$ cat config.mk
export PLATFORM = sky130hd
export DESIGN_NAME = host_switch_ctrl
export DESIGN_NICKNAME = d
export VERILOG_FILES = /design/src/rtl/host_switch_ctrl.sv
export SDC_FILE = /design/constraint.sdc
export NUM_CORES = 1
export LEC_CHECK = 0
export BUFFER_PORTS_ARGS = -buffer_cell sky130_fd_sc_hd__buf_2
export CAP_MARGIN = 20
export CELL_PAD_IN_SITES_DETAIL_PLACEMENT = 2
export CELL_PAD_IN_SITES_GLOBAL_PLACEMENT = 2
export CORE_UTILIZATION = 40
export CTS_BUF_LIST = sky130_fd_sc_hd__clkbuf_4
export CTS_CLUSTER_SIZE = 10
export DETAILED_ROUTE_END_ITERATION = 8
export PLACE_DENSITY_LB_ADDON = 0.05
export SYNTH_ARGS = -nofsm -noshare
export SYNTH_HDL_FRONTEND = slang
export SYNTH_SLANG_ARGS = --single-unit
export TNS_END_PERCENT = 50
$ cat constraint.sdc
create_clock -name clk -period 3.04 [get_ports clk]
set_input_delay 0.152 -clock clk [delete_from_list [all_inputs] [get_ports clk]]
set_output_delay 0.152 -clock clk [all_outputs]
set_load 0.01 [all_outputs]
$ cat src/rtl/host_switch_ctrl.sv
// rtl/host_switch_ctrl.sv - host select with heartbeat watchdogs and break-before-make bus handover
module host_switch_ctrl #(
  parameter int unsigned WDT_T     = 50000000,
  parameter int unsigned DEAD_T    = 16,
  parameter int unsigned HOLDOFF_T = 1000
) (
  input  logic clk,
  input  logic rst,
  input  logic force_swi,
  input  logic com_swi,
  input  logic heartbeat_a,
  input  logic heartbeat_b,
  input  logic power_on_a,
  input  logic power_on_b,
  input  logic reset_a_active,
  input  logic reset_b_active,
  output logic switch,
  output logic bus_en_a,
  output logic bus_en_b,
  output logic busy,
  output logic auto_swi,
  output logic reject,
  output logic wdt_exp_a,
  output logic wdt_exp_b
);

  typedef enum logic [1:0] {STABLE, BREAK, MAKE, HOLDOFF} state_t;

  state_t      state, state_n;
  logic [31:0] dead_cnt, hold_cnt;
  logic [31:0] cnt_a, cnt_b, cnt_a_n, cnt_b_n;
  logic [2:0]  sync_a, sync_b;
  logic        switch_n, bus_en_a_n, bus_en_b_n, busy_n, auto_n, reject_n;
  logic        req_switch, tgt_ok, host_exp, standby_ok, wdt_trig;

  // Two synchroniser flops plus one history flop per heartbeat; any edge is a sign of life.
  always_comb begin
    cnt_a_n = cnt_a;
    if (reset_a_active || !power_on_a || (sync_a[2] ^ sync_a[1])) cnt_a_n = '0;
    else if (cnt_a != WDT_T) cnt_a_n = cnt_a + 32'd1;
    cnt_b_n = cnt_b;
    if (reset_b_active || !power_on_b || (sync_b[2] ^ sync_b[1])) cnt_b_n = '0;
    else if (cnt_b != WDT_T) cnt_b_n = cnt_b + 32'd1;
  end

  always_ff @(posedge clk) begin
    if (rst) begin
      sync_a    <= '0;
      sync_b    <= '0;
      cnt_a     <= '0;
      cnt_b     <= '0;
      wdt_exp_a <= 1'b0;
      wdt_exp_b <= 1'b0;
    end else begin
      sync_a    <= {sync_a[1:0], heartbeat_a};
      sync_b    <= {sync_b[1:0], heartbeat_b};
      cnt_a     <= cnt_a_n;
      cnt_b     <= cnt_b_n;
      wdt_exp_a <= (cnt_a_n == WDT_T);
      wdt_exp_b <= (cnt_b_n == WDT_T);
    end
  end

  assign req_switch = force_swi && (com_swi != switch);
  assign tgt_ok     = com_swi ? (power_on_b && !reset_b_active) : (power_on_a && !reset_a_active);
  assign host_exp   = switch ? wdt_exp_b : wdt_exp_a;
  assign standby_ok = switch ? (power_on_a && !reset_a_active && !wdt_exp_a)
                             : (power_on_b && !reset_b_active && !wdt_exp_b);
  assign wdt_trig   = host_exp && standby_ok;

  always_ff @(posedge clk) begin
    if (rst) begin
      state    <= STABLE;
      dead_cnt <= '0;
      hold_cnt <= '0;
    end else begin
      state    <= state_n;
      dead_cnt <= (state == BREAK) ? dead_cnt + 32'd1 : '0;
      hold_cnt <= (state == HOLDOFF) ? hold_cnt + 32'd1 : '0;
    end
  end

  // A force request of any kind masks the watchdog for that cycle, so force wins ties.
  always_comb begin
    state_n = state;
    case (state)
      STABLE: begin
        if (force_swi) begin
          if (req_switch && tgt_ok) state_n = BREAK;
        end else if (wdt_trig) begin
          state_n = BREAK;
        end
      end
      BREAK:   if (dead_cnt == DEAD_T) state_n = MAKE;
      MAKE:    state_n = HOLDOFF;
      HOLDOFF: begin
        if (req_switch && tgt_ok) state_n = BREAK;
        else if (hold_cnt == HOLDOFF_T - 1) state_n = STABLE;
      end
      default: state_n = STABLE;
    endcase
  end

  always_comb begin
    switch_n   = switch;
    bus_en_a_n = !switch;
    bus_en_b_n = switch;
    busy_n     = 1'b1;
    auto_n     = 1'b0;
    reject_n   = 1'b0;
    case (state)
      STABLE: begin
        busy_n   = 1'b0;
        reject_n = req_switch && !tgt_ok;
        auto_n   = !force_swi && wdt_trig;
      end
      BREAK: begin
        bus_en_a_n = 1'b0;
        bus_en_b_n = 1'b0;
        reject_n   = force_swi;
      end
      MAKE: begin
        switch_n   = !switch;
        bus_en_a_n = switch;
        bus_en_b_n = !switch;
        reject_n   = force_swi;
      end
      HOLDOFF: begin
        busy_n   = (state_n != STABLE);
        reject_n = req_switch && !tgt_ok;
      end
      default: busy_n = 1'b0;
    endcase
  end

  always_ff @(posedge clk) begin
    if (rst) begin
      switch   <= 1'b0;
      bus_en_a <= 1'b1;
      bus_en_b <= 1'b0;
      busy     <= 1'b0;
      auto_swi <= 1'b0;
      reject   <= 1'b0;
    end else begin
      switch   <= switch_n;
      bus_en_a <= bus_en_a_n;
      bus_en_b <= bus_en_b_n;
      busy     <= busy_n;
      auto_swi <= auto_n;
      reject   <= reject_n;
    end
  end

endmodule

==> metrics.cfg, run 1 <==
[outcome]
run_status = completed

[worst_hold_path]
hold_depth = 4
min_path_type = in -> reg
min_from = reset_a_active
worstHoldEndpoint = cnt_a[28]

[synth]
syn_inst = 858
ys_types = 66
synth-seq-cells = 144
syn_area_um2 = 7159
synth_ff_type = dfxtp_1
ys_seq_area_frac = 0.4027
syn_nets = 880
synth_top_area_cell = dfxtp_1
netlist_top_cells_count = nor2_1 (158), dfxtp_1 (144), xor2_1 (70)
yosys-top-cells-area = dfxtp_1 (40%), xor2_1 (8.6%), nor2_1 (8.3%)
syn_avg_cell_area_um2 = 8.344
synth_top_area_frac = 0.4027
ys_warn_count = 0
synth-async-reset-ratio = 0
synth_most_common_cell = nor2_1
synth_enable_flop_cells = 0

[sta]
skew_ps = 26.26
fmaxAchievable_ghz = 0.3651
final_hold_viol_count = 0
rsz0062_at_grt = no
min_period_ps = 2739
setup_tns_ps = 0
setup_viol = 0
min_period_over_period = 0.9011
max_slew_margin = 0.5149
report.final.slew_viol_count = 0
worst_pin_slew_ps = 721.0

[die]
rows = 48
die-height_um = 135.8
die_w_um = 135.8
start_util = 0.4111
core-area_um2 = 17420
io_pins = 18
fp.dieArea_um2 = 18440

[placement]
place_hpwl_um = 14610
numPortBuffers = 17
gp_congestion = 0.8233

[global_route]
grt_pass1_vias = 6694
grt_pass1_wl_um = 33160
track_usage = 0.2306
antenna_found_initial = 1
grt_max_degree = 32
overflow = 0

[clock_network]
clockBufferDepth = 2
cts.sinks = 144
worstSkewPairLatency_ps = 580
htreeDepth = 4
cts_buffers = 17
clk_pin_slew_ps = 130
cts_setup_buffers = 0
cts_tree = done
root_buffer = clkbuf_4

[critical_path]
cp-end-kind = flop
r2r_end = wdt_exp_a
rr_worst_depth = 9
critPathMaxFanout = 7
timing.rr.start = cnt_a[1]
r2r_slack_ps = 300
cp.required_ps = 3570
startpoint_type = flop
crit_type = reg -> reg
cp_data_arrival_time_ps = 3270

[layout]
drive_above_1_share = 0.08501
areaGrowthSynthToFinish_pct = 9.210
nets = 904

[routing]
totalWireLength_um = 19870
drc = 0
via_per_inst = 5.497
ant_nets = 0
vias = 6162
first_iter_violations = 231
first_pass_iters = 4
wl_per_cell_um = 17.72

[pwr]
power_density_nw_per_um2 = 426.6
ir_worst_vdd_uv = 256.5
total_leakage_power_nw = 2.556
p_total_mw = 3.335

[run]
max_cap_violations = 0

-- metrics by stage --
step	utilization	cell area (um^2)	hold WS (ps)	setup slack (ps)	std cells
2_1_floorplan	-	7159	223.6	641.6	858
3_3_place_gp	0.4287	7467	362.6	501.3	1082
3_5_place_dp	0.4287	7467	372.5	214.6	1082
4_1_cts	0.4483	7807	52.63	176.8	1119
5_1_grt	0.4488	7816	97.30	108.2	1120
6_report	0.4489	7819	103.7	300.7	1121
-- timing repair --
item	in CTS	in global routing
hold buffers	6	0
setup endpoints to repair	0	1
endpoints found under the hold margin	15	0
gates resized for setup	0	1
-- cells in the final DEF (no fill, tap or decap), types with 4 or more instances in the layout --
master         count
a21oi_1           17
and2_1             4
and3_1            19
and4_1            12
buf_2             17
buf_4             12
clkbuf_4          19
clkinvlp_4         5
dfxtp_1          144
dlygate4sd3_1      6
ha_1              12
inv_1             26
mux2i_1            4
nand2_1           63
nand2b_1           4
nand3_1           53
nand4_1           36
nor2_1           158
nor2b_1           16
nor3_1            24
nor4_1            24
nor4b_1            6
o21ai_0           15
or3_1             15
xnor2_1           48
xor2_1            70
-- worst max-delay path, stage by stage, from the launching register on --
cell and delay, ps:
dfxtp_1 450, ha_1 280, and4_1 340, nand4_1 390, nor3_1 270, buf_4 170, and3_1 180, xor2_1 80
nor4_1 300, and4_1 230
-- flip-flops by register name, indices dropped and copies added (netlist names) --
register   cells
bus_en_b       1
wdt_exp_a      1
cnt_b         32
auto_swi       1
bus_en_a       1
sync_a         3
switch         1
wdt_exp_b      1
busy           1
reject         1
dead_cnt      32
sync_b         3
hold_cnt      32
cnt_a         32
state          2
-- per-layer routing --
| metal | vias to the layer above | global-route usage | part of all wire |
|---|---|---|---|
| met3 | 29 | 0.04340 | 0.021 |
| li1 | 3006 | - | - |
| met5 | - | 0 | 0 |
| met1 | 3079 | 0.2732 | 0.46 |
| met4 | 0 | 0.06866 | 0.013 |
| met2 | 48 | 0.4175 | 0.50 |
-- how the worst max path moves through the flow --
stage	start	endpoint	slack, ps	cells after the start
after global placement	cnt_a[1]	wdt_exp_a	500	8
after CTS	cnt_a[1]	wdt_exp_a	180	8
after global routing	cnt_b[0]	wdt_exp_b	110	9
after detailed placement	cnt_a[1]	wdt_exp_a	210	8
after floorplan	cnt_b[0]	wdt_exp_b	640	10
final	cnt_a[1]	wdt_exp_a	300	9
-- final cells by class --
cell class | instances | area [um^2]
Antenna cell | 2 | 5.005
Inverter | 27 | 101.3
Clock inverter | 12 | 137.6
Clock buffer | 19 | 142.6
Multi-Input combinational cell | 657 | 4033
Fill cell | 1957 | 9598
Timing Repair Buffer | 35 | 235.2
Tap cell | 225 | 281.5
Sequential cell | 144 | 2883
-- cells by family (layout without fill, tap and decap cells) --
kind of cell	count (synthesis)	in the layout	share of synthesized area
fa+ha+maj	12	12	0.02097
simple gates	460	460	0.3317
other cells	0	2	0
compound gates	61	61	0.05662
xor+xnor	118	118	0.1444
flops	144	144	0.4027
buf+inv	57	93	0.03495
mux	6	6	0.008738
-- power breakdown --
group | switching, mW | internal [mW] | leakage (nW)
Combinational | 0.103 | 0.0627 | 1.26
Clock | 0.747 | 0.504 | 0.137
Sequential | 0.0150 | 1.90 | 1.16
Power figures use the tool's default switching activity.
==> run 2, diff against run 1 <==
--- a/config.mk
+++ b/config.mk
@@ -7,13 +7,13 @@
 export LEC_CHECK = 0
 export BUFFER_PORTS_ARGS = -buffer_cell sky130_fd_sc_hd__buf_2
 export CAP_MARGIN = 20
-export CELL_PAD_IN_SITES_DETAIL_PLACEMENT = 2
-export CELL_PAD_IN_SITES_GLOBAL_PLACEMENT = 2
+export CELL_PAD_IN_SITES_DETAIL_PLACEMENT = 1
+export CELL_PAD_IN_SITES_GLOBAL_PLACEMENT = 1
 export CORE_UTILIZATION = 40
 export CTS_BUF_LIST = sky130_fd_sc_hd__clkbuf_4
 export CTS_CLUSTER_SIZE = 10
 export DETAILED_ROUTE_END_ITERATION = 8
-export PLACE_DENSITY_LB_ADDON = 0.05
+export PLACE_DENSITY_LB_ADDON = 0.1
 export SYNTH_ARGS = -nofsm -noshare
 export SYNTH_HDL_FRONTEND = slang
 export SYNTH_SLANG_ARGS = --single-unit
==> constraint.sdc (replaced) <==
create_clock -name clk -period 2.7 [get_ports clk]
set_input_delay 0.135 -clock clk [delete_from_list [all_inputs] [get_ports clk]]
set_output_delay 0.135 -clock clk [all_outputs]
set_load 0.01 [all_outputs]
==> run 2 against run 1 <==
  * Cell area rose by 0.64%
  * Fmax is 9.7% higher
  * Clock skew up 5.3 ps
  * Power grew 10%
  * Via count is 1.7% lower
  * Core utilization grew 0.29 points
  * Critical path depth decreased by 2
==> metrics.cfg, run 2 (synthesized netlist as in run 1, its figures left out) <==
[critical_path]
slowest_stage = dfxtp_1
cp_data_arrival_time_ps = 3000  ; -270 ps
r2r_end = wdt_exp_b
rr_worst_depth = 7  ; -2
cp.required_ps = 3210  ; -360 ps
critPathMaxFanout = 8  ; +1
r2r_slack_ps = 200  ; -100 ps
critPathTopFamily = simple AND/OR/NAND/NOR gates
timing.rr.start = cnt_b[5]
cp-end-kind = flop
crit_type = reg -> reg
slowest_delay_ps = 550  ; +100 ps
critical_path_buf_inv_count = 0  ; -1
startpoint_type = flop
path_cells = nand4_2, nor3_2, nand2_1, mux2_2, or3_1, a2111oi_2, and4_1

[worst_hold_path]
min_from = reset_a_active
worstHoldEndpoint = cnt_a[28]
min_path_type = in -> reg
hold_depth = 4  ; unchanged

[global_route]
antenna_found_initial = 1  ; unchanged
grt_pass1_wl_um = 29980  ; -9.6%
track_usage = 0.2060  ; -0.02459
grt_max_degree = 32  ; unchanged
grt_pass1_vias = 6096  ; -8.9%
overflow = 0  ; unchanged

[die]
core-area_um2 = 17420  ; unchanged
io_pins = 18  ; unchanged
rows = 48  ; unchanged
start_util = 0.4111  ; unchanged
die_w_um = 135.8  ; unchanged
fp.dieArea_um2 = 18440  ; unchanged
die-height_um = 135.8  ; unchanged

[sta]
max_slew_margin = 0.6271  ; +0.1122
holdWs_ps = 50.36  ; -53.36 ps
min_period_over_period = 0.9246  ; +0.02350
setup_tns_ps = 0  ; unchanged
worst_pin_slew_ps = 552.2  ; -168.8 ps
final_hold_viol_count = 0  ; unchanged
fmaxAchievable_ghz = 0.4006  ; +9.7%
min_period_ps = 2496  ; -242.9 ps
report.final.slew_viol_count = 0  ; unchanged
skew_ps = 31.59  ; +5.332 ps
rsz0062_at_grt = no
setup_viol = 0  ; unchanged

[placement]
place_hpwl_um = 13150  ; -9.9%
placed_area_um2 = 7527  ; +0.80%
gp_congestion = 0.8629  ; +4.8%
numPortBuffers = 17  ; unchanged

[layout]
nets = 912  ; +0.88%
final_area_um2 = 7869  ; +0.64%
fill_cells = 2110  ; +7.8%
areaGrowthSynthToFinish_pct = 9.909
drive_above_1_share = 0.09091  ; +0.005898
mostFrequentLayoutCells = nor2_1 (158), dfxtp_1 (142), xor2_1 (70)
mostFrequentLayoutCell = nor2_1

[clock_network]
clockBufferDepth = 2  ; unchanged
cts_buffers = 17  ; unchanged
root_buffer = clkbuf_4
cts_setup_buffers = 0  ; unchanged
clk_pin_slew_ps = 130  ; about the same
worstSkewPairLatency_ps = 570  ; about the same
cts_tree = done
htreeDepth = 4  ; unchanged
cts.sinks = 144  ; unchanged

[run]
max_cap_violations = 0  ; unchanged

[routing]
vias = 6056  ; -1.7%
first_iter_violations = 241  ; +4.3%
drc = 0  ; unchanged
first_pass_iters = 4  ; unchanged
via_per_inst = 5.369  ; -2.3%
wl_per_cell_um = 15.78  ; -11%
ant_nets = 0  ; unchanged
totalWireLength_um = 17810  ; -10%

[outcome]
run_status = completed

[pwr]
power_density_nw_per_um2 = 466.9  ; +9.5%
ir_worst_vdd_uv = 331.7  ; +29%
total_leakage_power_nw = 2.610  ; +2.1%
p_total_mw = 3.674  ; +10%

## run 2: cell types whose count changed in the layout (fill, tap and decap cells not counted), moves of 2 or more
cell,before,now
clkinvlp_4,5,3
dfxtp_2,0,2
clkinv_1,1,5
nor4_2,3,1
buf_4,12,20
dfxtp_1,144,142
## run 2: worst max path at each step
stage / depth (start not counted) / end / slack, ps / start
finish: 7 / wdt_exp_b / 200 / cnt_b[5]
global route: 8 / wdt_exp_b / 30 / cnt_b[1]
CTS: 8 / wdt_exp_b / 20 / cnt_b[1]
detailed placement: 8 / wdt_exp_b / 70 / cnt_b[1]
global placement: 8 / wdt_exp_b / 220 / cnt_b[1]
floorplan: 10 / wdt_exp_b / 300 / cnt_b[0]
## run 2: metal layers
layer | up-vias | wire length (um) | track usage | share of wire
li1 | 3017 | - | - | -
met1 | 2953 | 8281 | 0.2574 | 0.47
met2 | 66 | 8748 | 0.3503 | 0.49
met3 | 20 | 460 | 0.04340 | 0.026
met4 | 0 | 315 | 0.06742 | 0.018
met5 | - | 0 | 0 | 0
## run 2: what timing repair did
action / CTS / global route
hold buffers: 6 / 0
setup endpoints to repair: 0 / 1
endpoints found under the hold margin: 17 / 0
resized for setup: 0 / 4
## run 2: cell type report
class	instances	area, um^2	share of cell area
diodes	1	2.502	0.0003180
clock buffers	19	142.6	0.01813
clock inverters	12	120.1	0.01526
inverters	27	101.3	0.01288
multi-input cells	657	4040	0.5134
flip-flops and latches	144	2885	0.3667
well taps	225	281.5	0.03578
repair buffers	43	295.3	0.03753
## run 2: worst reg2reg max path, cell delays in order, from the launching register on
cell	delay, ps
dfxtp_1	550
nand4_2	280
nor3_2	280
nand2_1	140
mux2_2	290
or3_1	330
a2111oi_2	360
and4_1	240
## run 2: power by group
part | internal (mW) | switching, mW
registers | 2.14 | 0.0169
clock network | 0.552 | 0.790
logic | 0.0678 | 0.105
total | 2.76 | 0.912
## run 2: metrics by stage
stage	util	cells	setup slack [ps]
global placement	0.4322	1090	223.3
finish	0.4518	1128	203.6
global route	0.4518	1128	28.82
floorplan	-	858	301.6
detailed placement	0.4322	1090	71.07
CTS	0.4507	1127	23.69
==> run 3, diff against run 2 <==
--- a/config.mk
+++ b/config.mk
@@ -9,7 +9,7 @@
 export CAP_MARGIN = 20
 export CELL_PAD_IN_SITES_DETAIL_PLACEMENT = 1
 export CELL_PAD_IN_SITES_GLOBAL_PLACEMENT = 1
-export CORE_UTILIZATION = 40
+export CORE_UTILIZATION = 30
 export CTS_BUF_LIST = sky130_fd_sc_hd__clkbuf_4
 export CTS_CLUSTER_SIZE = 10
 export DETAILED_ROUTE_END_ITERATION = 8
==> run 3 against run 2 <==
  * Combinational power rose by 4%
  * First-iteration DRC count is 18% higher
  * Register-to-register slack is essentially flat
  * Cell count rose by 9.4%
  * Core utilization is 11 points lower
  * Critical path type unchanged
  * Highest routed layer unchanged
==> metrics.cfg, run 3 (synthesized netlist as in run 1, its figures left out) <==
[routing]
first_pass_iters = 5  ; +1
ant_nets = 0  ; unchanged
vias = 6085  ; +0.48%
first_iter_violations = 284  ; +18%
wl_per_cell_um = 15.26  ; -3.3%
via_per_inst = 4.931  ; -8.2%
totalWireLength_um = 18830  ; +5.7%
drc = 0  ; unchanged

[critical_path]
r2r_slack_ps = 200  ; about the same
slowest_delay_ps = 570  ; +20 ps
path_cells = and4_1, nand4_1, or3_1, or3_1, xor2_1, a31o_1, and4_1
cp-end-kind = flop
cp.required_ps = 3160  ; -50 ps
startpoint_type = flop
crit_type = reg -> reg
slowest_stage = dfxtp_1
cp_data_arrival_time_ps = 2970  ; -30 ps
critPathMaxFanout = 12  ; +4

[layout]
final_cells = 1234  ; +9.4%
mostFrequentLayoutCells = nor2_1 (158), dfxtp_1 (143), xor2_1 (70)
mostFrequentLayoutCell = nor2_1
areaGrowthSynthToFinish_pct = 12.53
drive_above_1_share = 0.1039  ; +0.01303
nets = 923  ; +1.2%

[sta]
rsz0062_at_grt = no
min_period_ps = 2501  ; +4.339 ps
worst_slack_ps = 199.3  ; -4.339 ps
report.final.slew_viol_count = 0  ; unchanged
skew_ps = 27.01  ; -4.578 ps
max_slew_margin = 0.6466  ; +0.01954
setup_tns_ps = 0  ; unchanged
final_hold_viol_count = 0  ; unchanged
min_period_over_period = 0.9262  ; +0.001607
worst_pin_slew_ps = 523.2  ; -28.93 ps
fmaxAchievable_ghz = 0.3999  ; -0.17%
setup_viol = 0  ; unchanged
holdWs_ps = 115.3  ; +64.90 ps

[die]
start_util = 0.3050  ; -0.1061
die-height_um = 156.5  ; +15%
fp.dieArea_um2 = 24490  ; +33%
die_w_um = 156.5  ; +15%
rows = 56  ; +17%
core-area_um2 = 23470  ; +35%
io_pins = 18  ; unchanged

[clock_network]
cts_tree = done
worstSkewPairLatency_ps = 550  ; -20 ps
cts_buffers = 17  ; unchanged
cts.sinks = 144  ; unchanged
clockBufferDepth = 2  ; unchanged
cts_setup_buffers = 0  ; unchanged
root_buffer = clkbuf_4
clk_pin_slew_ps = 140  ; about the same
htreeDepth = 4  ; unchanged

[outcome]
run_status = completed

[pwr]
power_density_nw_per_um2 = 454.0  ; -2.8%
total_leakage_power_nw = 2.667  ; +2.2%
p_total_mw = 3.657  ; -0.46%
ir_worst_vdd_uv = 175.4  ; -47%

[global_route]
antenna_found_initial = 1  ; unchanged
grt_pass1_vias = 6306  ; +3.4%
overflow = 0  ; unchanged
grt_pass1_wl_um = 31830  ; +6.2%
grt_max_degree = 32  ; unchanged
track_usage = 0.1644  ; -0.04159

[placement]
gp_congestion = 0.7950  ; -7.9%
place_hpwl_um = 14110  ; +7.3%
dp_slack_ps = 196.9  ; +125.8 ps
numPortBuffers = 17  ; unchanged
dp_cells = 1195  ; +9.6%

[run]
max_cap_violations = 0  ; unchanged

[worst_hold_path]
min_path_type = in -> reg

## run 3: cell types whose count changed in the layout (fill, tap and decap cells not counted), sizes merged
cell / change
buf: +11
inv: +2
clkinv: -1
bufinv: -1
clkinvlp: +1
## run 3: repair_timing
action                     CTS  global route
hold endpoints to repair    17             0
hold buffers                 6             0
gates resized for setup      0             2
setup endpoints to repair    0             2
## run 3: cell type report
class | instances | area [um^2]
clock buffers | 19 | 142.6
diodes | 1 | 2.502
flip-flops and latches | 144 | 2884
repair buffers | 54 | 377.9
inverters | 27 | 101.3
clock inverters | 13 | 113.9
multi-input cells | 657 | 4035
well taps | 319 | 399.1
fillers | 2817 | 15420
## run 3: worst paths after layout
check	startpoint	to	cells past startpoint
worst max-delay path	cnt_b[2]	wdt_exp_b	7
worst min-delay path	reset_a_active	cnt_a[28]	4
worst max register to register	cnt_b[2]	wdt_exp_b	7
worst min register to register	sync_a[0]	sync_a[1]	1
## run 3: per-stage QoR
step | utilization | area, um^2
after floorplan | - | 7159
after global placement | 0.3292 | 7727
after detailed placement | 0.3292 | 7727
after CTS | 0.3427 | 8044
after global routing | 0.3432 | 8056
final | 0.3432 | 8056
## run 3: metal layers
layer / GRT usage / wire, um / vias up
li1: - / - / 3041
met5: 0 / 0 / -
met3: 0.02991 / 375 / 20
met1: 0.2187 / 9533 / 2966
met2: 0.2687 / 8684 / 58
met4: 0.05042 / 234 / 0
## run 3: worst max-delay path: cells and delay by family (launching register included)
family	cells	cell delay, ps
AO/OA/AOI/OAI	1	220
XOR/XNOR	1	170
flip-flops	1	570
AND/OR/NAND/NOR	5	1440
## run 3: power by group
part	switching [mW]	total (mW)	internal (mW)
logic	0.109	0.180	0.0705
clock network	0.841	1.32	0.476
registers	0.0178	2.16	2.14
total	0.968	3.66	2.69
